--- src/rtl/sipo_frame_ctrl.sv ---
// sipo_frame_ctrl
// Sequencing controller for an 18-word x 16-bit serial-in/parallel-out
// array shifter. Words arrive over a valid/ready handshake. Each accepted
// word is forwarded to the shifter with a one-cycle enable. After WORDS
// shifts the shifter contents are declared a complete frame. The frame is
// held frozen until the consumer takes it, and then the controller refills.
module sipo_frame_ctrl #(
    parameter int WORDS = 18,
    parameter int DW    = 16,
    parameter int CW    = 5
) (
    input  logic          clk,
    input  logic          rst,
    input  logic [DW-1:0] in_data,
    input  logic          in_valid,
    output logic          in_ready,
    input  logic          flush,
    output logic [DW-1:0] sh_data,
    output logic          sh_en,
    output logic          frame_valid,
    input  logic          frame_ready,
    output logic [CW-1:0] word_cnt,
    output logic [15:0]   frame_count
);

    typedef enum logic {
        FILL = 1'b0,
        FULL = 1'b1
    } state_t;

    state_t        r_state;
    state_t        w_nextState;
    logic [CW-1:0] r_wordCnt;
    logic [CW-1:0] w_nextWordCnt;
    logic          r_frameValid;
    logic          w_nextFrameValid;
    logic [15:0]   r_frameCount;
    logic          w_handoff;
    logic          w_accept;
    logic          w_ready;

    // Handshake and shifter drive: purely combinational so the shifter captures on the controller's edge
    always_comb begin
        w_ready  = 1'b0;
        w_accept = 1'b0;
        w_ready  = (r_state == FILL) & ~flush & ~rst;
        w_accept = in_valid & w_ready;
    end

    assign in_ready    = w_ready;
    assign sh_en       = w_accept;
    assign sh_data     = in_data;
    assign frame_valid = r_frameValid;
    assign word_cnt    = r_wordCnt;
    assign frame_count = r_frameCount;

    // Next-state logic: flush overrides everything, including a simultaneous handoff
    always_comb begin
        w_nextState      = r_state;
        w_nextWordCnt    = r_wordCnt;
        w_nextFrameValid = r_frameValid;
        w_handoff        = 1'b0;
        if (flush) begin
            w_nextState      = FILL;
            w_nextWordCnt    = '0;
            w_nextFrameValid = 1'b0;
        end else begin
            case (r_state)
                FILL: begin
                    if (w_accept) begin
                        if (r_wordCnt == CW'(WORDS - 1)) begin
                            w_nextWordCnt    = CW'(WORDS);
                            w_nextState      = FULL;
                            w_nextFrameValid = 1'b1;
                        end else begin
                            w_nextWordCnt = r_wordCnt + 1'b1;
                        end
                    end
                end
                FULL: begin
                    if (r_frameValid && frame_ready) begin
                        w_nextState      = FILL;
                        w_nextWordCnt    = '0;
                        w_nextFrameValid = 1'b0;
                        w_handoff        = 1'b1;
                    end
                end
                default: begin
                    w_nextState      = FILL;
                    w_nextWordCnt    = '0;
                    w_nextFrameValid = 1'b0;
                end
            endcase
        end
    end

    // State, word counter and frame flag registers with synchronous reset
    always_ff @(posedge clk) begin
        if (rst) begin
            r_state      <= FILL;
            r_wordCnt    <= '0;
            r_frameValid <= 1'b0;
        end else begin
            r_state      <= w_nextState;
            r_wordCnt    <= w_nextWordCnt;
            r_frameValid <= w_nextFrameValid;
        end
    end

    // Completed-frame counter: wraps modulo 2^16 and only moves on a real handoff
    always_ff @(posedge clk) begin
        if (rst) begin
            r_frameCount <= 16'd0;
        end else if (w_handoff) begin
            r_frameCount <= r_frameCount + 16'd1;
        end
    end

endmodule

--- config.mk ---
export PLATFORM = sky130hd
export DESIGN_NAME = sipo_frame_ctrl
export DESIGN_NICKNAME = d
export VERILOG_FILES = /design/src/rtl/sipo_frame_ctrl.sv
export SDC_FILE = /design/constraint.sdc
export NUM_CORES = 1
export LEC_CHECK = 0
export ABC_AREA = 0
export BUFFER_PORTS_ARGS = -buffer_cell sky130_fd_sc_hd__clkbuf_2
export CAP_MARGIN = 20
export CORE_MARGIN = 4
export CORE_UTILIZATION = 41
export CTS_CLUSTER_DIAMETER = 30
export DETAILED_ROUTE_END_ITERATION = 10
export PLACE_DENSITY_LB_ADDON = 0.08
export RECOVER_POWER = 100
export SETUP_SLACK_MARGIN = 0.2
export SYNTH_ARGS = -nofsm -noshare
export SYNTH_HDL_FRONTEND = slang
export SYNTH_SLANG_ARGS = --single-unit
--- constraint.sdc ---
create_clock -name clk -period 1.5 [get_ports clk]
set_input_delay 0.225 -clock clk [delete_from_list [all_inputs] [get_ports clk]]
set_output_delay 0.225 -clock clk [all_outputs]
set_load 0.01 [all_outputs]
==> results_dict.tcl <==
set metrics [dict create \
    design.final.nets 209 \
    numPortBuffers 28 \
    clkSlewWorstSetupHoldPaths_ps 140 \
    finalNonFillerCells 228 \
    slew-limit-headroom_pct 75.3 \
    synth.most_common_cell "dfxtp_1" \
    rr_worst_depth 5 \
    critical_path.max_stage_delay_ps 350 \
    timing.critical_path.slowest_stage_cell "dfxtp_2" \
    wl_per_cell_um 13.6 \
    finalClockSkew_ps 3.19 \
    ff2ff_setup_slack_ps 6 \
    tritoncts "done" \
    ys_ff_latch 23 \
    finalCritPeriodShare_pct 99.6 \
    power_density_mw_per_mm2 547 \
    overflow_left_after_global_routing 0 \
    synthDistinctLibCells 34 \
    tightestPinTransition_ps 365 \
    finalPower_w 0.000966 \
    finalWirelength_um 3090 \
    layout_cell_share_with_drive_strength_beyond_1_pct 48.4 \
    critPathMostFrequentCell "buf_6" \
    post-route-worst-setup-slack_ps 6.14 \
    floorplan.die.height_um 64.2 \
    netlist.area_leader.share_pct 35.6 \
    synth.cell_area_mm2 0.00129 \
    run_status "finished, final reports clean" \
    cts_max_level 1 \
    drt.antenna.violating_nets 0 \
    synth.yosys.seq_area_share_pct 35.6 \
    synth_fp_nets 169 \
    number_of_antenna_violations_at_the_first_check_in_global_routing 0 \
    cp_data_arrival_time_ps 1270 \
    netlist.top_cell.by_area "dfxtp_1" \
    worstPathCellList "buf_6 -> nor4b_4 -> buf_4 -> buf_6" \
    synth_edf_count 0 \
    tritoncts.num_buffers 3 \
    top_reg_cell_synth "dfxtp_1" \
    first_pass_grt_wire_length_um 5400 \
    gp_routability_congestion 0.801 \
    critPathKind "reg -> out" \
    detail_route.drc_violations 0 \
    ctsLongestPathBuffers 2 \
    io_pins 61 \
    final-max-slew-violation-count 0 \
    yosysWarningCount 0 \
    crit_buf_inv 3 \
    worst-endpoint-required_ps 1270 \
    ys_top_cells_by_area "dfxtp_1 36%, buf_4 9.3%, nor2_1 6.1%, xnor2_1 4.1%, xor2_1 3.4%" \
    hold_violations 0 \
    static-leakage-power_nw 0.794 \
    reg2reg_from "r_state$_SDFF_PP0_" \
    n_antenna_cell 0 \
    largest_net_degree_at_the_start_of_global_routing 25 \
    finalSetupViolations 0 \
    max_freq_mhz 669 \
    fin_crit_ps 1490 \
    startpoint "r_state$_SDFF_PP0_" \
    number_of_drc_markers_after_the_initial_detailed_route_iteration 31 \
    grt_use_total_pct 16.3 \
    vdd_ir_drop_max_uv 265 \
    synth_area_per_cell_um2 8.92 \
    drt-vias-per-instance 4.99 \
    detail_route.first_pass.iterations 4 \
    areaGrowthSynthToFinish_pct 36.6 \
    element_type_at_the_critical_path_start "flip-flop" \
    dpl_worst_slack_ps 48.3 \
    min_delay_path_depth 3 \
    detailedPlacementHpwl_um 2180 \
    cap_viol_max_count 0 \
    placement_rows 20 \
    floorplan.core_area_mm2 0.00303 \
    netlist_top_cells_count "23 x dfxtp_1, 21 x nor2_1, 16 x buf_4, 10 x nand2_1, 8 x a21oi_1" \
    via_count_of_the_first_global_routing_pass 1100 \
    timing.critical_path.fanout_max 2 \
    number_of_placed_instances_taps_included 212 \
    synthCells 145 \
    floorplan.die_area_mm2 0.00412 \
    rsz0062_at_grt "yes" \
    worst_hold_path_class "in -> reg" \
    cts_num_sinks 23 \
    async_flop_share_pct 0 \
    cp_top_family "buffers and inverters" \
    initial_core_util_pct 42.7 \
    chipWidth_um 64.2 \
    via_count 1137 \
    critPathCaptureType "primary output" \
    clkLatencyLatePin_ps 310 \
    root_buffer "clkbuf_4" \
    worst_hold_startpoint "flush" \
    path_depth 4 \
]
through the flow:
step                setup TNS, ps  hold slack [ps]  util, %  area [um^2]
finish                          0              230     58.3         1770
global route                 -398              238     58.3         1770
CTS                         -55.6              230     56.9         1720
detailed placement              0              450     51.0         1540
global placement                0              450     51.0         1540
floorplan                       0              304        -         1380
cells in the final DEF (no fill, tap or decap), types with 2 or more instances in the layout:
master    Yosys  routed
nor2_1       21      20
buf_4        16      19
clkbuf_2      0      18
dfxtp_1      23      14
clkbuf_1      3      11
nand2_1      10       8
buf_6         1       7
dfxtp_4       0       6
xor2_1        5       5
a21oi_1       8       5
xnor2_1       6       4
o21ai_0       5       4
nor2b_1       3       3
mux2_4        1       3
nand4_1       3       3
nand2b_1      3       3
a21oi_2       0       3
clkbuf_4      0       3
dfxtp_2       0       3
inv_1         2       2
nand3_2       1       2
nor4_4        2       2
and4_1        2       2
and3_4        0       2
nor3_4        0       2
xnor2_2       0       2
nand3_1       4       2
a31o_2        2       2
a21boi_0      2       2
ha_1          3       2
timing repair:
action	4_1_cts	5_1_grt
hold buffers	0	0
gates resized for setup	18	16
setup endpoints to repair	15	22
buffers inserted	9	3
pin swaps	7	8
worst paths after layout:
path / endpoint
worst min register to register: word_cnt[4]$_SDFFE_PP0P_
worst min-delay path: word_cnt[1]$_SDFFE_PP0P_
worst max register to register: frame_count[15]$_SDFFE_PP0P_
worst max-delay path: sh_en
report_power, final:
part / internal [W] / leakage (nW) / switching [W]
combinational: 0.0000262 / 0.588 / 0.0000354
clock: 0.000104 / 0.0150 / 0.000199
sequential: 0.000601 / 0.192 / 0.000000660
total: 0.000731 / 0.794 / 0.000235
worst register-to-register path: stages (launching register included):
cell and delay (ps):
dfxtp_2 370, buf_6 100, nand4b_4 180, nor4_4 240
and3_4 230, mux2_4 290
state kept, by name (all words and copies together) (netlist names):
| name | flops |
|---|---|
| word_cnt | 5 |
| r_state | 1 |
| frame_count | 16 |
| frame_valid | 1 |
routing by layer:
layer	track usage, %	share of wire [%]
met4	7.92	4.8
met5	0	0
met3	5.10	7.1
met1	20.5	42
met2	24.9	46
cell type report:
class                      count  area, um^2
fill                         273        1260
timing repair buffer          55         354
sequential                    23         487
inverter                       2        7.51
clock buffer                   4        26.3
tap                           44        55.1
multi-input combinational    100         837
logic make-up after synthesis:
| kind of cell | Yosys count | share of synthesized area [%] |
|---|---|---|
| AO/OA/AOI/OAI | 17 | 7.54 |
| AND/OR/NAND/NOR | 66 | 32.0 |
| XOR/XNOR | 11 | 7.45 |
| adder cells (fa/ha/maj) | 3 | 2.90 |
| flip-flops | 23 | 35.6 |
| multiplexers | 3 | 2.90 |
| buffers and inverters | 22 | 11.6 |
Power figures use the tool's default switching activity.
